===== config.mk =====
export PLATFORM = sky130hd
export DESIGN_NAME = fbw_arbiter_flat
export DESIGN_NICKNAME = d
export VERILOG_FILES = /design/src/rtl/fbw_if.sv /design/src/rtl/fbw_arbiter.sv /design/src/flat_wrapper.sv
export SDC_FILE = /design/constraint.sdc
export NUM_CORES = 1
export LEC_CHECK = 0
export CORE_MARGIN = 5
export CORE_UTILIZATION = 26
export CTS_CLUSTER_SIZE = 16
export DETAILED_ROUTE_END_ITERATION = 7
export GPL_ROUTABILITY_DRIVEN = 0
export PLACE_DENSITY = 0.87
export SLEW_MARGIN = 15
export SYNTH_ARGS = -nofsm -noshare
export SYNTH_HDL_FRONTEND = slang
export SYNTH_SLANG_ARGS = --single-unit

===== constraint.sdc =====
create_clock -name clk -period 3 [get_ports clk]
set_input_delay 0.3 -clock clk [delete_from_list [all_inputs] [get_ports clk]]
set_output_delay 0.3 -clock clk [all_outputs]
set_load 0.02 [all_outputs]

===== src/rtl/fbw_if.sv =====
// Frame-buffer write bus between N_REQ frame producers, the arbiter and the frame buffer.
// slave = arbiter view; master = producer/frame-buffer view (testbench side).
interface fbw_if #(
   parameter int N_REQ    = 2,
   parameter int N_ROWS   = 64,
   parameter int N_COLS   = 64,
   parameter int BITDEPTH = 24
);
   localparam int LOG_N_ROWS = $clog2(N_ROWS);
   localparam int LOG_N_COLS = $clog2(N_COLS);

   logic [N_REQ-1:0]                 req;
   logic [N_REQ-1:0]                 gnt;
   logic [N_REQ-1:0][LOG_N_ROWS-1:0] s_row_addr;
   logic [N_REQ-1:0]                 s_row_store;
   logic [N_REQ-1:0]                 s_row_swap;
   logic [N_REQ-1:0]                 s_row_rdy;
   logic [N_REQ-1:0][BITDEPTH-1:0]   s_data;
   logic [N_REQ-1:0][LOG_N_COLS-1:0] s_col_addr;
   logic [N_REQ-1:0]                 s_wren;
   logic [N_REQ-1:0]                 s_frame_swap;
   logic [N_REQ-1:0]                 s_frame_rdy;
   logic [LOG_N_ROWS-1:0]            m_row_addr;
   logic                             m_row_store;
   logic                             m_row_swap;
   logic                             m_row_rdy;
   logic [BITDEPTH-1:0]              m_data;
   logic [LOG_N_COLS-1:0]            m_col_addr;
   logic                             m_wren;
   logic                             m_frame_swap;
   logic                             m_frame_rdy;
   logic                             timeout_err;

   modport slave (
      input  req, s_row_addr, s_row_store, s_row_swap, s_data, s_col_addr, s_wren,
             s_frame_swap, m_row_rdy, m_frame_rdy,
      output gnt, s_row_rdy, s_frame_rdy, m_row_addr, m_row_store, m_row_swap, m_data,
             m_col_addr, m_wren, m_frame_swap, timeout_err
   );

   modport master (
      output req, s_row_addr, s_row_store, s_row_swap, s_data, s_col_addr, s_wren,
             s_frame_swap, m_row_rdy, m_frame_rdy,
      input  gnt, s_row_rdy, s_frame_rdy, m_row_addr, m_row_store, m_row_swap, m_data,
             m_col_addr, m_wren, m_frame_swap, timeout_err
   );
endinterface


===== src/rtl/fbw_arbiter.sv =====
// Round-robin, frame-granular arbiter for the frame-buffer write port with a pass-through
// datapath from the current owner and an optional watchdog that reclaims a stalled port.
module fbw_arbiter #(
   parameter int N_REQ    = 2,
   parameter int N_ROWS   = 64,
   parameter int N_COLS   = 64,
   parameter int BITDEPTH = 24,
   parameter int TIMEOUT  = 0
) (
   input  logic  clk,
   input  logic  rst,
   fbw_if.slave  bus
);
   localparam int PW = $clog2(N_REQ);
   localparam int WW = (TIMEOUT > 1) ? $clog2(TIMEOUT) : 1;
   localparam logic [WW-1:0] WD_MAX = (TIMEOUT > 0) ? WW'(TIMEOUT - 1) : '0;

   typedef enum logic {ST_IDLE, ST_OWN} state_t;

   state_t           state_q, state_d;
   logic [N_REQ-1:0] gnt_q, gnt_d;
   logic [PW-1:0]    rr_ptr_q, rr_ptr_d;
   logic [PW-1:0]    owner_q, owner_d;
   logic             started_q, started_d;
   logic [WW-1:0]    wdog_q, wdog_d;

   logic [PW:0]      scan_idx;
   logic             pick_vld;
   logic [PW-1:0]    pick_idx;
   logic [PW-1:0]    owner_nxt;
   logic             own, own_rs, own_rsw, own_wr, own_fs, activity, rel, rel_tmo;

   assign own      = (state_q == ST_OWN);
   assign own_rs   = bus.s_row_store[owner_q];
   assign own_rsw  = bus.s_row_swap[owner_q];
   assign own_wr   = bus.s_wren[owner_q];
   assign own_fs   = bus.s_frame_swap[owner_q];
   assign activity = own_rs | own_rsw | own_wr | own_fs | bus.m_row_rdy | bus.m_frame_rdy;
   assign owner_nxt = (owner_q == PW'(N_REQ - 1)) ? '0 : owner_q + 1'b1;

   // Scan downward so the requester closest to rr_ptr is the last (winning) assignment.
   always_comb begin
      scan_idx = '0;
      pick_vld = 1'b0;
      pick_idx = '0;
      for (int i = N_REQ - 1; i >= 0; i--) begin
         scan_idx = {1'b0, rr_ptr_q} + (PW + 1)'(i);
         if (scan_idx >= (PW + 1)'(N_REQ)) scan_idx = scan_idx - (PW + 1)'(N_REQ);
         if (bus.req[scan_idx[PW-1:0]]) begin
            pick_vld = 1'b1;
            pick_idx = scan_idx[PW-1:0];
         end
      end
   end

   always_comb begin
      state_d   = state_q;
      gnt_d     = gnt_q;
      rr_ptr_d  = rr_ptr_q;
      owner_d   = owner_q;
      started_d = started_q;
      wdog_d    = wdog_q;
      rel       = 1'b0;
      rel_tmo   = 1'b0;
      case (state_q)
         ST_IDLE: begin
            if (pick_vld) begin
               state_d           = ST_OWN;
               gnt_d             = '0;
               gnt_d[pick_idx]   = 1'b1;
               owner_d           = pick_idx;
               started_d         = 1'b0;
               wdog_d            = '0;
            end
         end
         ST_OWN: begin
            if (own_rs) started_d = 1'b1;
            if (activity)               wdog_d = '0;
            else if (wdog_q != WD_MAX)  wdog_d = wdog_q + 1'b1;
            // A row store in the same cycle as the req drop counts as started: the frame runs on.
            if (own_fs) begin
               rel = 1'b1;
            end else if (!bus.req[owner_q] && !started_q && !own_rs) begin
               rel = 1'b1;
            end else if ((TIMEOUT != 0) && (wdog_q == WD_MAX)) begin
               rel     = 1'b1;
               rel_tmo = 1'b1;
            end
            if (rel) begin
               state_d   = ST_IDLE;
               gnt_d     = '0;
               rr_ptr_d  = owner_nxt;
               started_d = 1'b0;
               wdog_d    = '0;
            end
         end
         default: state_d = ST_IDLE;
      endcase
   end

   always_ff @(posedge clk or posedge rst) begin
      if (rst) begin
         state_q   <= ST_IDLE;
         gnt_q     <= '0;
         rr_ptr_q  <= '0;
         owner_q   <= '0;
         started_q <= 1'b0;
         wdog_q    <= '0;
      end else begin
         state_q   <= state_d;
         gnt_q     <= gnt_d;
         rr_ptr_q  <= rr_ptr_d;
         owner_q   <= owner_d;
         started_q <= started_d;
         wdog_q    <= wdog_d;
      end
   end

   always_comb begin
      bus.m_row_addr   = '0;
      bus.m_row_store  = 1'b0;
      bus.m_row_swap   = 1'b0;
      bus.m_data       = '0;
      bus.m_col_addr   = '0;
      bus.m_wren       = 1'b0;
      bus.m_frame_swap = 1'b0;
      if (own) begin
         bus.m_row_addr   = bus.s_row_addr[owner_q];
         bus.m_row_store  = own_rs;
         bus.m_row_swap   = own_rsw;
         bus.m_data       = bus.s_data[owner_q];
         bus.m_col_addr   = bus.s_col_addr[owner_q];
         bus.m_wren       = own_wr;
         bus.m_frame_swap = own_fs;
      end
   end

   assign bus.gnt         = gnt_q;
   assign bus.timeout_err = rel_tmo;

   for (genvar i = 0; i < N_REQ; i++) begin : g_rdy
      assign bus.s_row_rdy[i]   = gnt_q[i] & bus.m_row_rdy;
      assign bus.s_frame_rdy[i] = gnt_q[i] & bus.m_frame_rdy;
   end
endmodule

===== src/flat_wrapper.sv =====
// flat-port wrapper written by rule: the top's interface ports become plain ports
module fbw_arbiter_flat 
#(
   parameter int N_REQ    = 2,
   parameter int N_ROWS   = 64,
   parameter int N_COLS   = 64,
   parameter int BITDEPTH = 24,
   parameter int TIMEOUT  = 0
)
  (clk, rst, bus_req, bus_s_row_addr, bus_s_row_store, bus_s_row_swap, bus_s_data, bus_s_col_addr, bus_s_wren, bus_s_frame_swap, bus_m_row_rdy, bus_m_frame_rdy, bus_gnt, bus_s_row_rdy, bus_s_frame_rdy, bus_m_row_addr, bus_m_row_store, bus_m_row_swap, bus_m_data, bus_m_col_addr, bus_m_wren, bus_m_frame_swap, bus_timeout_err);
  fbw_if #(.N_REQ(N_REQ), .N_ROWS(N_ROWS), .N_COLS(N_COLS), .BITDEPTH(BITDEPTH)) bus_i ();
  input  logic clk;
  input  logic rst;
  input wire logic [$bits(bus_i.req)-1:0] bus_req;
  input wire logic [$bits(bus_i.s_row_addr)-1:0] bus_s_row_addr;
  input wire logic [$bits(bus_i.s_row_store)-1:0] bus_s_row_store;
  input wire logic [$bits(bus_i.s_row_swap)-1:0] bus_s_row_swap;
  input wire logic [$bits(bus_i.s_data)-1:0] bus_s_data;
  input wire logic [$bits(bus_i.s_col_addr)-1:0] bus_s_col_addr;
  input wire logic [$bits(bus_i.s_wren)-1:0] bus_s_wren;
  input wire logic [$bits(bus_i.s_frame_swap)-1:0] bus_s_frame_swap;
  input wire logic [$bits(bus_i.m_row_rdy)-1:0] bus_m_row_rdy;
  input wire logic [$bits(bus_i.m_frame_rdy)-1:0] bus_m_frame_rdy;
  output wire logic [$bits(bus_i.gnt)-1:0] bus_gnt;
  output wire logic [$bits(bus_i.s_row_rdy)-1:0] bus_s_row_rdy;
  output wire logic [$bits(bus_i.s_frame_rdy)-1:0] bus_s_frame_rdy;
  output wire logic [$bits(bus_i.m_row_addr)-1:0] bus_m_row_addr;
  output wire logic [$bits(bus_i.m_row_store)-1:0] bus_m_row_store;
  output wire logic [$bits(bus_i.m_row_swap)-1:0] bus_m_row_swap;
  output wire logic [$bits(bus_i.m_data)-1:0] bus_m_data;
  output wire logic [$bits(bus_i.m_col_addr)-1:0] bus_m_col_addr;
  output wire logic [$bits(bus_i.m_wren)-1:0] bus_m_wren;
  output wire logic [$bits(bus_i.m_frame_swap)-1:0] bus_m_frame_swap;
  output wire logic [$bits(bus_i.timeout_err)-1:0] bus_timeout_err;
  assign bus_i.req = bus_req;
  assign bus_i.s_row_addr = bus_s_row_addr;
  assign bus_i.s_row_store = bus_s_row_store;
  assign bus_i.s_row_swap = bus_s_row_swap;
  assign bus_i.s_data = bus_s_data;
  assign bus_i.s_col_addr = bus_s_col_addr;
  assign bus_i.s_wren = bus_s_wren;
  assign bus_i.s_frame_swap = bus_s_frame_swap;
  assign bus_i.m_row_rdy = bus_m_row_rdy;
  assign bus_i.m_frame_rdy = bus_m_frame_rdy;
  assign bus_gnt = bus_i.gnt;
  assign bus_s_row_rdy = bus_i.s_row_rdy;
  assign bus_s_frame_rdy = bus_i.s_frame_rdy;
  assign bus_m_row_addr = bus_i.m_row_addr;
  assign bus_m_row_store = bus_i.m_row_store;
  assign bus_m_row_swap = bus_i.m_row_swap;
  assign bus_m_data = bus_i.m_data;
  assign bus_m_col_addr = bus_i.m_col_addr;
  assign bus_m_wren = bus_i.m_wren;
  assign bus_m_frame_swap = bus_i.m_frame_swap;
  assign bus_timeout_err = bus_i.timeout_err;
  fbw_arbiter #(.N_REQ(N_REQ), .N_ROWS(N_ROWS), .N_COLS(N_COLS), .BITDEPTH(BITDEPTH), .TIMEOUT(TIMEOUT)) u_core (.clk(clk), .rst(rst), .bus(bus_i));
endmodule

; Yosys cells after proc, flatten, opt, wreduce, memory -nomap -nowiden
; Cells that the tools add are included.
[totals]
regBits = 6
elab_cells = 83
[op_classes]
addsub = 4
n_lt_le_gt_ge = 7
n_eq_ne = 3
mux = 49
n_bitwise = 5
reduce_logical = 10
[op_table]
columns = operator, n
row1 = $mux W24, 3
row2 = $mux W6, 6
row3 = $mux W1, 34
row4 = $lt A1 B2 Y1 const B, 4
row5 = $reduce_and A2 Y1, 4
row6 = $and A1 B1 Y1, 4
row7 = $mux W2, 2
row8 = $pmux W1 S2, 2
row9 = $pmux W2 S2, 1
row10 = $logic_and A1 B1 Y1, 3
row11 = $logic_not A1 Y1, 3
row12 = $ne A3 B3 Y1 const B, 1
row13 = $add A1 B1 Y2 const B, 1
row14 = $ge A1 B2 Y1 const B, 1
row15 = $ge A2 B2 Y1 const B, 1
row16 = $ne A2 B1 Y1 const B, 1
row17 = $ne A2 B2 Y1 const B, 1
row18 = $sub A1 B1 Y1 const B, 2
row19 = $add A1 B1 Y1 const B, 1
row20 = $demux W1 S1, 1
row21 = $ge A1 B1 Y1 const B, 1
row22 = $not A1 Y1, 1

; Logic depth before layout (Yosys ltp)
; Gate-level depths: netlist of run 1.
[logic_depth]
depth_word = 13
ltp_mapped = 4

; Worst setup path after synthesis of run 1
; No wires, ideal clock.
[synth_timing]
path_kind = register to output
start = register u_core.owner_q
end = output bus_m_col_addr[5]
arrival_ns = 1.108
path_slack_ns = 1.592
path_stages_with_launch = 5
path_cell_list = dfrtp_1 buf_2 buf_2 mux2i_1 nor2_1
[synth_between]
elab_chain_cells = 3
[synth_rtl]
columns = element, line_no
row1 = "start, declared", fbw_arbiter.sv:23  ; logic [PW-1:0] owner_q, owner_d;
row2 = "start signal, assigned", fbw_arbiter.sv:113  ; owner_q <= owner_d;
row3 = $mux W6 (not written as such) (2 in series), fbw_arbiter.sv:132  ; bus.m_col_addr = bus.s_col_addr[owner_q];
row4 = $mux W6, fbw_arbiter.sv:127  ; if (own) begin
row5 = "end, declared", flat_wrapper.sv:31  ; output wire logic [$bits(bus_i.m_col_addr)-1:0] bus_m_col_addr;
; Every way passes these cells. The select of a mux whose other input is x is not followed.

; Worst setup path in the final report of run 1
[layout_timing]
start = register u_core.state_q, in the netlist u_core.own
end = output bus_m_row_store
[layout_between]
elab_chain_cells = 1
[layout_rtl]
columns = element, line_no
row1 = "start, declared", fbw_arbiter.sv:20  ; state_t state_q, state_d;
row2 = "start signal, assigned", fbw_arbiter.sv:110  ; state_q <= state_d;
row3 = $mux W1, fbw_arbiter.sv:127
row4 = "end, declared", flat_wrapper.sv:28  ; output wire logic [$bits(bus_i.m_row_store)-1:0] bus_m_row_store;
; Every way passes these cells.

==> results of run 1 <==
synthesized netlist by cell type:
cell type and number:
nor2_1 42, mux2i_1 40, dfrtp_1 6, buf_2 5, and2_1 4, clkbuf_1 4
inv_1 3, nand2_1 3, a21oi_1 2, nor3_1 2, o211ai_1 2, o21ai_0 2
a221oi_2 1, a22o_1 1, buf_4 1, conb_1 1, inv_2 1, nand3_1 1
nand3b_1 1, nor2b_1 1, nor3b_1 1, o221a_1 1, or2b_1 1, or3_1 1
or3_4 1
area by class of cell:
class | instances | area (µm²) | share of cell area
clock buffer | 4 | 26.3 | 0.0113
inverter | 4 | 15.0 | 0.00648
multi-input combinational | 108 | 729 | 0.315
sequential | 6 | 151 | 0.0653
tap | 46 | 57.6 | 0.0248
timing repair buffer | 133 | 1340 | 0.577
flip-flops by register name, indices dropped and copies added, names as in the netlist:
name,flops
u_core.rr_ptr_q,1
u_core.own,1
u_core.started_q,1
u_core.bus.gnt,2
u_core.owner_q,1
final timing paths:
kind	depth (start not counted)	slack, ns	start	end
setup / recovery	3	0.73	u_core.own	bus_m_row_store
hold / removal	2	0.26	rst	u_core.started_q
setup reg to reg	3	1.44	u_core.own	u_core.bus.gnt[0]
hold reg to reg	2	0.57	u_core.rr_ptr_q	u_core.rr_ptr_q
max in group asynchronous	2	2.53	rst	u_core.owner_q
min in group clk	2	0.57	u_core.rr_ptr_q	u_core.rr_ptr_q
worst max-delay path: cells and delay by family, from the launching register on:
| kind | cells | cell delay [ns] |
|---|---|---|
| buffers and inverters | 2 | 1.14 |
| AND/OR/NAND/NOR | 1 | 0.15 |
| flip-flops | 1 | 0.41 |
power by group through the flow:
stage	registers, µW	clock network, µW	logic (µW)
detailed placement	151	0	1620
CTS	151	85.1	1630
finish	152	83.6	1610
floorplan	147	0	913
global route	157	90.3	1700
global placement	149	0	1610
per-stage QoR:
stage,instance area (µm²),power (µW),utilization,worst slack [ns]
3_5_place_dp,2290,1770,0.671,1.00
3_3_place_gp,2290,1750,0.671,1.04
5_1_grt,2320,1950,0.679,0.614
4_1_cts,2320,1860,0.679,0.726
2_1_floorplan,942,1060,-,1.59
6_report,2320,1840,0.679,0.728
logic make-up (layout without fill, tap and decap cells):
kind of cell	after synthesis	count (layout)
flip-flops	6	6
other	1	1
AND/OR/NAND/NOR	58	58
multiplexers	40	40
AO/OA/AOI/OAI	9	9
buffers and inverters	14	141
layer usage:
metal,share of wire,global-route usage,up-vias,routed length (µm)
met5,0,0,-,0
met4,0.012,0.0511,0,50
met3,0.086,0.0416,5,350
met2,0.50,0.285,72,2060
met1,0.40,0.162,596,1630
li1,-,-,693,-
==> flow_summary.ini, run 1 <==
[critical_path]
worst_setup_path_end_kind = primary output
arrival_ns = 1.97
cp.required_ns = 2.70
cp_max_fo = 45
path_class = reg -> out
cp-start-kind = flip-flop
cp_cell_sequence = inv_2 > nor2_1 > clkdlybuf4s50_1
max_stage_delay_ns = 0.59
crit_path_top_delay_cell = clkdlybuf4s50_1

[detailed_routing]
wl_per_cell_um = 13.6
ant_nets = 0
routed_via_density = 4.54
drt_wl_total_um = 4080
first_pass_iters = 4
dr.first_iter.drc_count = 47
drc = 0
num_vias = 1366

[clocking]
cts_resized = 0
clockBufferDepth = 2
ctsHoldBuffers = 0
clockRootBuffer = clkbuf_4
htreeDepth = 1
cts_tree = built
cts_buffers = 3
clock_sinks = 6
clk_pin_slew_ns = 0.05
clock_latency_ns = 0.25
cts_setup_buffers = 0

[global_route]
grt_pass1_vias = 1372
grt_pass1_wl_um = 6110
grt_max_degree = 46
grt_util_all_layers = 0.152
grt_overflow_total = 0
antenna_found_initial = 0

[timing]
setup_viol_count_final = 0
slew_headroom = 0.512
clock.fmax_mhz = 440
rsz0062_at_grt = false
tns_ns = 0
hold_slack_ns = 0.256
min_period_ns = 2.27
tightest_slew_ns = 0.732
hold_viol = 0
min_period_over_period = 0.757
finClkSkew_ns = 0.00680
drv_slew = 0

[synth]
synth_area_leaders = mux2i_1 42%, nor2_1 17%, dfrtp_1 16%
ys_warn_count = 0
synth-seq-cells = 6
syn_area_per_cell_um2 = 7.36
synthXorXnorAreaFrac = 0
synth_top_area_cell = mux2i_1
synth_top_cell_area_share = 0.425
ys_types = 25
synthAdderAreaFrac = 0
synth-simple-area-share = 0.271
netlist_instances = 128
synth_nets = 214
synth_top_family_by_area = multiplexers
synth_compound_area_frac = 0.0744
syn-cell-area_um2 = 942
synth.area.mux_share = 0.425
seq_area_frac_synth = 0.159

[final_layout]
drive_gt1_frac = 0.0353
num_antenna_cells = 0
synthToLayoutAreaGrowth_pct = 146
final_cell_mix = 131 x clkdlybuf4s50_1, 42 x nor2_1, 40 x mux2i_1
final_cells = 301
fin_nets = 342
final_common_cell = clkdlybuf4s50_1
nFillCells = 297

[flow_run]
cap_violations = 0

[floorplanning]
initial_utilization = 0.276
core_area_mm2 = 0.00342
rows = 21
die_width_um = 70.2
die_h_um = 70.2
fp.dieArea_mm2 = 0.00493
ioPinCount = 133

[pwr]
power.switching_uw = 885
clkPwrFrac = 0.045
intPower_uw = 959
max-vdd-ir-drop_uv = 453
switching_share = 0.480
static-leakage-power_uw = 0.00101
p_comb_frac = 0.872
power_frac_seq = 0.082
p_per_area_mw_per_mm2 = 795

[placement]
hpwl_um = 3420
port_buffers = 131
dp_cells = 297

[status]
status = complete, no violations

[hold_path]
hp-class = in -> async
Note: power is estimated with default switching activity, not from simulation.
==> run 2: changes to the inputs <==
--- a/config.mk
+++ b/config.mk
@@ -6,11 +6,11 @@
 export NUM_CORES = 1
 export LEC_CHECK = 0
 export CORE_MARGIN = 5
-export CORE_UTILIZATION = 26
+export CORE_UTILIZATION = 22
 export CTS_CLUSTER_SIZE = 16
 export DETAILED_ROUTE_END_ITERATION = 7
 export GPL_ROUTABILITY_DRIVEN = 0
-export PLACE_DENSITY = 0.87
+export PLACE_DENSITY = 0.79
 export SLEW_MARGIN = 15
 export SYNTH_ARGS = -nofsm -noshare
 export SYNTH_HDL_FRONTEND = slang
==> constraint.sdc (replaced) <==
create_clock -name clk -period 2 [get_ports clk]
set_input_delay 0.2 -clock clk [delete_from_list [all_inputs] [get_ports clk]]
set_output_delay 0.2 -clock clk [all_outputs]
set_load 0.02 [all_outputs]
==> run 2 against run 1 <==
Clock power up 120%. Die area up 16%. Core utilization down 9.7 points. Count of clock-buffer cells in the layout unchanged. Largest cell class unchanged.
==> flow_summary.ini, run 2 (same netlist as run 1, synthesis figures left out) <==
[placement]
dp_cells = 303
hpwl_um = 3520
port_buffers = 131

[pwr]
p_comb_frac = 0.855
static-leakage-power_uw = 0.00107
power.total_uw = 2890
switching_share = 0.463
max-vdd-ir-drop_uv = 513
p_per_area_mw_per_mm2 = 1210
intPower_uw = 1550
power_frac_seq = 0.080
power.switching_uw = 1340
clkPwrFrac = 0.065

[final_layout]
largest_reg_flops = 2
final_cells = 307
fin_nets = 344
drive_gt1_frac = 0.0428
num_antenna_cells = 0
final_cell_mix = 128 x clkdlybuf4s50_1, 42 x nor2_1, 40 x mux2i_1
final_common_cell = clkdlybuf4s50_1
synthToLayoutAreaGrowth_pct = 152

[critical_path]
cp-start-kind = flip-flop
max_stage_delay_ns = 0.62
critPathTopFamily = buffers and inverters
path_class = reg -> out
cp_cell_sequence = buf_12 > mux2i_1 > nor2_1 > clkdlybuf4s50_1
cp_max_fo = 34
worst_setup_path_end_kind = primary output
crit_buf_inv = 2
cp.required_ns = 1.80
crit_path_top_delay_cell = clkdlybuf4s50_1
arrival_ns = 1.70

[global_route]
grt_util_all_layers = 0.138
antenna_found_initial = 0
grt_overflow_total = 0
grt_pass1_vias = 1287
grt_pass1_wl_um = 6110
grt_max_degree = 35

[clocking]
clock_sinks = 6
htreeDepth = 1
clock_latency_ns = 0.22
cts_tree = built
cts_buffers = 3
clk_pin_slew_ns = 0.04
clockBufferDepth = 2
clockRootBuffer = clkbuf_8

[floorplanning]
core_area_mm2 = 0.00409
die_width_um = 75.4
ioPinCount = 133
die_h_um = 75.4
rows = 23
fp.dieArea_mm2 = 0.00569
initial_utilization = 0.231

[flow_run]
cap_violations = 0

[detailed_routing]
ant_nets = 0
dr.first_iter.drc_count = 41
first_pass_iters = 4
routed_via_density = 4.38
drt_wl_total_um = 4220
drc = 0
wl_per_cell_um = 13.7
num_vias = 1346

[timing]
clock.fmax_mhz = 526
drv_slew = 0
setup_viol_count_final = 0
rsz0062_at_grt = false
hold_slack_ns = 0.182
min_period_over_period = 0.950
hold_viol = 0
finClkSkew_ns = 0.00484
tns_ns = 0
min_period_ns = 1.90

[status]
status = complete, no violations

[hold_path]
hp-class = in -> async
[run 2: changes by cell type in the layout (fill, tap and decap cells not counted), sizes merged]
cell,change
buf,+2
clkdlybuf4s50,-3
dlymetal6s2s,+3
[run 2: layout make-up]
cell class | count | area [µm²]
multi-input cells | 108 | 729
flip-flops and latches | 6 | 151
clock buffers | 4 | 45.0
repair buffers | 135 | 1370
fillers | 369 | 1710
inverters | 4 | 15.0
well taps | 50 | 62.6
[run 2: worst register-to-register path, stage by stage (launching register included)]
cell and delay (ns):
dfrtp_1 0.40, or3_1 0.44, a22o_1 0.21, o221a_1 0.25
[run 2: power by group through the flow]
stage	registers [µW]	clock network, µW	logic [µW]
2_1_floorplan	220	0	1370
3_3_place_gp	230	0	2480
3_5_place_dp	229	0	2510
4_1_cts	230	192	2510
5_1_grt	241	207	2640
6_report	230	188	2470
[run 2: stage by stage]
stage / utilization / cell area (µm²) / setup slack [ns]
floorplan: - / 942 / 0.665
global placement: 0.569 / 2320 / 0.261
detailed placement: 0.569 / 2320 / 0.258
CTS: 0.580 / 2370 / 0.0412
global route: 0.582 / 2380 / 0.00352
finish: 0.582 / 2380 / 0.0994
[run 2: routing by layer]
layer,part of all wire,routed length (µm),vias to the layer above,GRT usage
met5,0,0,-,0
met3,0.12,520,5,0.0567
li1,-,-,696,-
met2,0.53,2220,65,0.257
met1,0.34,1420,580,0.140
met4,0.011,47,0,0.0408
[run 2: timing repair]
action,4_1_cts,5_1_grt
hold buffers,0,0
setup endpoints to repair,0,3
resized for setup,0,3
buffers inserted,0,0
[run 2: final timing paths]
kind | cells after the start | to | slack, ns | from
min in group clk | 2 | u_core.rr_ptr_q | 0.59 | u_core.rr_ptr_q
worst min register to register | 2 | u_core.rr_ptr_q | 0.59 | u_core.rr_ptr_q
worst max register to register | 3 | u_core.started_q | 0.59 | u_core.started_q
max in group asynchronous | 2 | u_core.owner_q | 1.62 | rst
worst max-delay path | 4 | bus_m_data[19] | 0.1 | u_core.owner_q
worst min-delay path | 2 | u_core.own | 0.18 | rst
==> run 3: changes to the inputs <==
--- a/config.mk
+++ b/config.mk
@@ -6,11 +6,11 @@
 export NUM_CORES = 1
 export LEC_CHECK = 0
 export CORE_MARGIN = 5
-export CORE_UTILIZATION = 22
+export CORE_UTILIZATION = 35
 export CTS_CLUSTER_SIZE = 16
 export DETAILED_ROUTE_END_ITERATION = 7
+export DONT_BUFFER_PORTS = 1
 export GPL_ROUTABILITY_DRIVEN = 0
-export PLACE_DENSITY = 0.79
 export SLEW_MARGIN = 15
 export SYNTH_ARGS = -nofsm -noshare
 export SYNTH_HDL_FRONTEND = slang
==> run 3 against run 2 <==
Clock power decreased by 32%. Final cell count down 49%. Sequential power is 3% higher. Setup slack improved by 0.18 ns. Final area down 58%. Global-route usage rose by 0.26 points. Combinational power is 40% lower. Via count down 31%. Clock skew is 0.0014 ns lower. Register-to-register slack got worse by 0.07 ns. First-iteration DRC count is 61% lower. Highest routed layer unchanged.
==> flow_summary.ini, run 3 (same netlist as run 1, synthesis figures left out) <==
[placement]
place_ws_ns = 0.502
placed_cell_area_um2 = 956
port_buffers = 0
hpwl_um = 2590

[timing]
tightest_slew_ns = 0.668
hold_slack_ns = 0.147
fin_ws_ns = 0.280
clock.fmax_mhz = 582
finClkSkew_ns = 0.00344
min_period_ns = 1.72
tns_ns = 0
min_period_over_period = 0.860
rsz0062_at_grt = false
setup_viol_count_final = 0
slew_headroom = 0.554
hold_viol = 0
drv_slew = 0

[floorplanning]
ioPinCount = 133
rows = 18
core_area_mm2 = 0.00252
initial_utilization = 0.374
fp.dieArea_mm2 = 0.00383
die_h_um = 61.9
die_width_um = 61.9

[global_route]
grt_pass1_wl_um = 3910
grt_pass1_vias = 866
antenna_found_initial = 0
grt_overflow_total = 0
grt_util_all_layers = 0.141
grt_max_degree = 46

[pwr]
p_per_area_mw_per_mm2 = 1870
power.total_uw = 1850
max-vdd-ir-drop_uv = 907
static-leakage-power_uw = 0.000512

[clocking]
cts_tree = built
htreeDepth = 1
clockBufferDepth = 2
clock_latency_ns = 0.26
clockRootBuffer = clkbuf_4
cts_buffers = 3
clk_pin_slew_ns = 0.05
clock_sinks = 6

[critical_path]
worst_setup_path_end_kind = primary output
cp-start-kind = flip-flop
cp_max_fo = 45
arrival_ns = 1.52
path_class = reg -> out
cp.required_ns = 1.80

[detailed_routing]
wl_per_cell_um = 19.9
first_pass_iters = 4
ant_nets = 0
routed_via_density = 5.93
num_vias = 925
drt_wl_total_um = 3110
drc = 0
dr.first_iter.drc_count = 16

[status]
status = complete, no violations

[final_layout]
nFillCells = 259
multi_input_area_um2 = 729
drive_gt1_frac = 0.0794
synthToLayoutAreaGrowth_pct = 5.31
final_common_cell = nor2_1
seqCellArea_um2 = 151
largest_reg_flops = 2
fin_nets = 213
stdcell_area_um2 = 992
num_antenna_cells = 0
final_cell_mix = 42 x nor2_1, 40 x mux2i_1, 5 x dfrtp_1

[flow_run]
cap_violations = 0

[hold_path]
hp-class = in -> reg
-- run 3: repair_timing --
item	4_1_cts	5_1_grt
setup endpoints to repair	0	0
setup buffers	0	0
gates resized for setup	0	0
endpoints found under the hold margin	6	0
hold buffers	1	0
-- run 3: stage by stage --
step / std cells / utilization
floorplan: 128 / -
global placement: 151 / 0.379
detailed placement: 151 / 0.379
CTS: 156 / 0.393
global route: 156 / 0.393
finish: 156 / 0.393
-- run 3: path summary, 6_finish.rpt --
path	end	from	slack (ns)	depth (start not counted)
setup / recovery	bus_m_row_store	u_core.own	0.28	3
hold / removal	u_core.rr_ptr_q	bus_s_frame_swap[0]	0.15	2
setup reg to reg	u_core.bus.gnt[0]	u_core.own	0.52	3
hold reg to reg	u_core.rr_ptr_q	u_core.rr_ptr_q	0.55	2
max in group asynchronous	u_core.owner_q	rst	1.46	2
min in group asynchronous	u_core.bus.gnt[1]	rst	0.31	2
-- run 3: power by group --
group	total [µW]	internal [µW]	switching (µW)
Clock	128	76.1	51.8
Combinational	1490	430	1060
Sequential	237	174	62.5
Total	1850	680	1170
-- run 3: layout make-up --
cell class                      instances  share of cell area
Multi-Input combinational cell        108               0.735
Sequential cell                         6               0.153
Tap cell                               30              0.0378
Timing Repair Buffer                    4              0.0328
Clock buffer                            4              0.0265
Inverter                                4              0.0151
-- run 3: worst max-delay path, stage by stage (launching register included) --
cell,delay [ns]
dfrtp_1,0.41
inv_2,0.51
nor2_1,0.15
buf_4,0.20
-- run 3: layer usage --
metal | vias up | part of all wire | GRT usage | wire (µm)
met4 | 0 | 0.019 | 0.0818 | 60
met1 | 400 | 0.32 | 0.150 | 1000
li1 | 434 | - | - | -
met5 | - | 0 | 0 | 0
met2 | 87 | 0.53 | 0.250 | 1640
met3 | 4 | 0.13 | 0.0351 | 410
==> RTL edit 1 (settings of run 3) <==
`BITDEPTH` is set to 24 in 3 places; all go to 12.
--- a/src/rtl/fbw_if.sv
+++ b/src/rtl/fbw_if.sv
@@ -5,5 +5,5 @@
    parameter int N_ROWS   = 64,
    parameter int N_COLS   = 64,
-   parameter int BITDEPTH = 24
+   parameter int BITDEPTH = 12
 );
    localparam int LOG_N_ROWS = $clog2(N_ROWS);
--- a/src/rtl/fbw_arbiter.sv
+++ b/src/rtl/fbw_arbiter.sv
@@ -5,5 +5,5 @@
    parameter int N_ROWS   = 64,
    parameter int N_COLS   = 64,
-   parameter int BITDEPTH = 24,
+   parameter int BITDEPTH = 12,
    parameter int TIMEOUT  = 0
 ) (
--- a/src/flat_wrapper.sv
+++ b/src/flat_wrapper.sv
@@ -5,5 +5,5 @@
    parameter int N_ROWS   = 64,
    parameter int N_COLS   = 64,
-   parameter int BITDEPTH = 24,
+   parameter int BITDEPTH = 12,
    parameter int TIMEOUT  = 0
 )
Interface: changed (resized bus_m_data and bus_s_data); port bits go from 133 to 97. The function was not compared with the original's and may differ.
==> RTL edit 1 against run 3 <==
- critical path depth unchanged
- setup slack improved by 0.17 ns
- design area up 3.0%
- total power down 3.1%
- wire length decreased by 24%
- cell count did not move
- sequential share of layout area down 0.57 points
- combinational power down 3%
- area after synthesis down 18%
- sequential cell count unchanged
- critical endpoint unchanged
- highest routed layer unchanged
==> RTL edit 1: results (changes against run 3) <==
<table>
<tr><th>Metric</th><th>Value</th></tr>
<tr><th colspan="2">Status</th></tr>
<tr><td>Status</td><td>complete, no violations (unchanged)</td></tr>
<tr><th colspan="2">Critical path</th></tr>
<tr><td>Maximum net fanout on the critical path</td><td>33 (was 45)</td></tr>
<tr><td>CP Data Arrival Time</td><td>1.35 ns (was 1.52 ns)</td></tr>
<tr><th colspan="2">Power and ir drop</th></tr>
<tr><td>Part of the total power dissipated in combinational logic</td><td>80.8% (was 80.3%)</td></tr>
<tr><td>Leakage dissipation</td><td>0.5530 nW (was 0.5120 nW)</td></tr>
<tr><td>Reported net switching power</td><td>0.9412 mW (was 1.174 mW)</td></tr>
<tr><td>Worst IR Drop VDD</td><td>0.9351 mV (was 0.9065 mV)</td></tr>
<tr><th colspan="2">Routing</th></tr>
<tr><td>Number of DRC violations after detailed-routing iteration 0</td><td>14 (was 16)</td></tr>
<tr><td>Post-detailed-route wirelength per cell</td><td>15.11 um (was 19.95 um)</td></tr>
<tr><td>Drt drc</td><td>0 (unchanged)</td></tr>
<tr><td>Drt via density</td><td>5.263 (was 5.929)</td></tr>
<tr><th colspan="2">Clock tree</th></tr>
<tr><td>Cts bufs inserted</td><td>3 (unchanged)</td></tr>
<tr><th colspan="2">Logic synthesis</th></tr>
<tr><td>Top area cells in the synthesized netlist</td><td>mux2i_1 36%, dfrtp_1 19%, nor2_1 15% (was mux2i_1 42%, nor2_1 17%, dfrtp_1 16%)</td></tr>
<tr><td>Commonest cells post-synth</td><td>30 x nor2_1, 28 x mux2i_1, 6 x dfrtp_1, 4 x and2_1 (was 42 x nor2_1, 40 x mux2i_1, 6 x dfrtp_1, 5 x buf_2)</td></tr>
<tr><td>Sequential-to-total area share from yosys stat</td><td>19.42% (was 15.94%)</td></tr>
<tr><td>Net count after synthesis</td><td>164 (was 214)</td></tr>
<tr><th colspan="2">Place</th></tr>
<tr><td>Worst slack after detailed placement</td><td>0.5733 ns (was 0.5022 ns)</td></tr>
<tr><td>Number of buffer cells added on primary ports</td><td>0 (unchanged)</td></tr>
<tr><td>Sum of net half-perimeters after detailed placement</td><td>2.025 mm (was 2.591 mm)</td></tr>
<tr><th colspan="2">Global routing</th></tr>
<tr><td>Pin count of the biggest net entering global routing</td><td>34 (was 46)</td></tr>
<tr><td>GRT Overall Usage</td><td>14.19% (was 14.06%)</td></tr>
<tr><td>Wire length of the first global-routing pass</td><td>3.753 mm (was 3.905 mm)</td></tr>
<tr><th colspan="2">Layout</th></tr>
<tr><td>Fraction of final layout cells with drive strength greater than 1</td><td>28.13% (was 7.937%)</td></tr>
<tr><td>Final-stage net count</td><td>192 (was 213)</td></tr>
<tr><td>Number of antenna diodes</td><td>0 (unchanged)</td></tr>
<tr><td>FILL cells</td><td>216 (was 259)</td></tr>
<tr><th colspan="2">Min path</th></tr>
<tr><td>Cells on Worst Hold Path</td><td>2 (unchanged)</td></tr>
<tr><th colspan="2">Timing</th></tr>
<tr><td>Post-route clock skew</td><td>0.005833 ns (was 0.003436 ns)</td></tr>
</table>
## RTL edit 1: cells by family after synthesis
| kind of cell | share of synthesized area [%] |
|---|---|
| other | 0.4850 |
| multiplexers | 36.25 |
| AO/OA/AOI/OAI | 9.061 |
| AND/OR/NAND/NOR | 27.19 |
| buffers and inverters | 7.604 |
| flip-flops | 19.42 |
## RTL edit 1: final timing paths
check                                  from           endpoint  slack, ns
max in group asynchronous               rst    u_core.rr_ptr_q       1.49
min reg2reg                 u_core.rr_ptr_q    u_core.rr_ptr_q       0.56
max                              u_core.own    bus_m_row_store       0.45
min in group asynchronous               rst  u_core.bus.gnt[1]       0.31
min                              bus_req[0]         u_core.own       0.13
max reg2reg                u_core.started_q   u_core.started_q       0.56
## RTL edit 1: routing by layer
| layer | global-route usage (%) | part of all wire (%) |
|---|---|---|
| met5 | 0 | 0 |
| met4 | 2.980 | 0.72 |
| met3 | 5.204 | 13 |
| met2 | 25.94 | 50 |
| met1 | 15.62 | 36 |
## RTL edit 1: cell type report
class | count | share of cell area, %
Clock buffer | 3 | 2.203
Inverter | 4 | 1.469
Tap cell | 28 | 3.427
Multi-Input combinational cell | 84 | 55.20
Timing Repair Buffer | 31 | 23.01
Sequential cell | 6 | 14.69
## RTL edit 1: per-stage QoR
stage	cells	power (mW)	instance area, um^2	util (%)	hold WS (ns)
floorplan	102	1.250	773.2	-	-0.009041
global placement	152	1.670	989.7	45.62	0.01740
detailed placement	152	1.698	989.7	45.62	0.02533
CTS	156	1.819	1022	47.12	0.1290
global route	156	1.935	1022	47.12	0.1285
finish	156	1.796	1022	47.12	0.1303
## RTL edit 1: worst max-delay path, stage by stage (launching register included)
cell and delay (ns):
dfrtp_1 0.40, inv_2 0.38, nor2_1 0.15, buf_4 0.19
==> RTL edit 2 (flow settings as in run 3) <==
Made on the original files. Make the reset (`rst`) synchronous in one clocked block.
--- a/src/rtl/fbw_arbiter.sv
+++ b/src/rtl/fbw_arbiter.sv
@@ -99,5 +99,5 @@
    end
 
-   always_ff @(posedge clk or posedge rst) begin
+   always_ff @(posedge clk) begin
       if (rst) begin
          state_q   <= ST_IDLE;
Check against the original RTL: differs if rst is asserted again (counterexample within 4 cycles, from zero or initial values and one cycle with rst high); with rst held inactive, the same outputs for 10 cycles.
==> RTL edit 2 against run 3 <==
- area after synthesis is 0.53% lower
- highest routed layer unchanged
- register-to-register slack worse by 0.02 ns
- count of clock-buffer cells in the layout shrank 1
- design area is 30% higher
- wire length grew 14%
- largest cell class unchanged
- first-iteration DRC count grew to 4.7 times the old value
- core utilization up 12 points
- setup slack better by 0.049 ns
- sequential cell count did not move
- non-clock buffer count increased by 42
Power is left out: it rests on default switching activity, and per cell area and clock period it moved more than threefold.
==> RTL edit 2: results (changes against run 3) <==
<table>
<tr><th>Metric</th><th>Value</th></tr>
<tr><th colspan="2">Logic synthesis</th></tr>
<tr><td>Count of unique library cells instantiated by Yosys</td><td>29 (was 25)</td></tr>
<tr><td>Ys flop type</td><td>dfxtp_1 (was dfrtp_1)</td></tr>
<tr><td>Async S/R FF share, synth</td><td>0% (was 100.0%)</td></tr>
<tr><td>Sequential-to-total area share from yosys stat</td><td>12.82% (was 15.94%)</td></tr>
<tr><td>Commonest cells post-synth</td><td>42 x nor2_1, 40 x mux2i_1, 8 x clkbuf_1, 6 x dfxtp_1, 5 x and2_1 (was 42 x nor2_1, 40 x mux2i_1, 6 x dfrtp_1, 5 x buf_2)</td></tr>
<tr><td>Net count after synthesis</td><td>216 (was 214)</td></tr>
<tr><td>Top area cells in the synthesized netlist</td><td>mux2i_1 43%, nor2_1 17%, dfxtp_1 13% (was mux2i_1 42%, nor2_1 17%, dfrtp_1 16%)</td></tr>
<tr><th colspan="2">Critical path</th></tr>
<tr><td>CP Data Arrival Time</td><td>1.47 ns (was 1.52 ns)</td></tr>
<tr><td>Reg-to-reg startpoint</td><td>u_core.started_q (was u_core.own)</td></tr>
<tr><td>Slowest cell on the critical path</td><td>dfxtp_2 (was inv_2)</td></tr>
<tr><td>R2r endpoint</td><td>u_core.rr_ptr_q (was u_core.bus.gnt[0])</td></tr>
<tr><td>Setup slack, reg-to-reg</td><td>0.50 ns (was 0.52 ns)</td></tr>
<tr><td>Maximum net fanout on the critical path</td><td>20 (was 45)</td></tr>
<tr><th colspan="2">Layout</th></tr>
<tr><td>Final-stage net count</td><td>255 (was 213)</td></tr>
<tr><th colspan="2">Global routing</th></tr>
<tr><td>GRT Overall Usage</td><td>17.10% (was 14.06%)</td></tr>
<tr><td>Via count of the first global-routing pass</td><td>1123 (was 866)</td></tr>
<tr><td>Pin count of the biggest net entering global routing</td><td>24 (was 46)</td></tr>
<tr><td>Wire length of the first global-routing pass</td><td>4.961 mm (was 3.905 mm)</td></tr>
<tr><th colspan="2">Routing</th></tr>
<tr><td>Drt via density</td><td>5.416 (was 5.929)</td></tr>
<tr><td>Number of DRC violations after detailed-routing iteration 0</td><td>75 (was 16)</td></tr>
<tr><td>Number of detailed-routing iterations run before antenna repair</td><td>4 (unchanged)</td></tr>
<tr><td>Post-detailed-route wirelength per cell</td><td>17.95 um (was 19.95 um)</td></tr>
<tr><th colspan="2">Min path</th></tr>
<tr><td>Cells on Worst Hold Path</td><td>1 (was 2)</td></tr>
<tr><td>Start point of the worst hold path</td><td>rst (was bus_s_frame_swap[0])</td></tr>
<tr><th colspan="2">Place</th></tr>
<tr><td>Worst slack after detailed placement</td><td>0.5399 ns (was 0.5022 ns)</td></tr>
<tr><td>Sum of net half-perimeters after detailed placement</td><td>2.885 mm (was 2.591 mm)</td></tr>
<tr><th colspan="2">Status</th></tr>
<tr><td>Status</td><td>complete, no violations (unchanged)</td></tr>
</table>
[RTL edit 2: cell count changes in the layout (fill, tap and decap cells not counted), moves of 2 or more]
| cell | change |
|---|---|
| buf_4 | +41 |
| o31ai_1 | +2 |
| dfrtp_1 | -5 |
| dfxtp_1 | +5 |
[RTL edit 2: worst max path at each step]
stage / slack, ns / cells past startpoint / start / endpoint
after global routing: 0.25 / 4 / u_core.own / bus_m_data[11]
after floorplan: 0.49 / 4 / u_core.owner_q / bus_m_data[0]
final: 0.33 / 4 / u_core.owner_q / bus_m_row_store
after CTS: 0.32 / 4 / u_core.owner_q / bus_m_row_store
after detailed placement: 0.54 / 3 / u_core.started_q / u_core.rr_ptr_q
after global placement: 0.58 / 3 / u_core.started_q / u_core.rr_ptr_q
[RTL edit 2: logic make-up (layout without fill, tap and decap cells)]
group,after synthesis,after routing,synth area share (%)
simple gates,58,58,27.77
buf+inv,15,52,7.342
other cells,1,1,0.4001
flops,6,6,12.82
mux,40,40,42.72
compound gates,10,10,8.944
[RTL edit 2: metrics by stage]
stage	hold slack, ns	instances	util [%]	area (um^2)
global placement	0.2680	192	49.50	1249
floorplan	0.3519	130	-	937.1
CTS	0.0001547	196	50.79	1281
detailed placement	0.2678	192	49.50	1249
finish	0.04115	197	51.19	1291
global route	0.04065	197	51.19	1291
[RTL edit 2: layout make-up]
class,instances,area [um^2],area share (%)
tap,30,37.54,2.907
timing repair buffer,46,350.3,27.13
multi-input combinational,109,748.2,57.95
sequential,6,121.4,9.399
inverter,3,11.26,0.8721
clock buffer,3,22.52,1.744
[RTL edit 2: timing repair]
| item | 4_1_cts | 5_1_grt |
|---|---|---|
| hold endpoints to repair | 1 | 3 |
| buffers inserted | 0 | 0 |
| gates resized for setup | 0 | 0 |
| hold buffers | 1 | 1 |
[RTL edit 2: metal layers]
metal	part of all wire (%)	wire length, um	track usage (%)	vias to the layer above
li1	-	-	-	523
met1	33	1171	18.17	469
met2	56	1983	31.84	68
met3	9.5	335	5.579	7
met4	1.3	45	5.152	0
met5	0	0	0	-
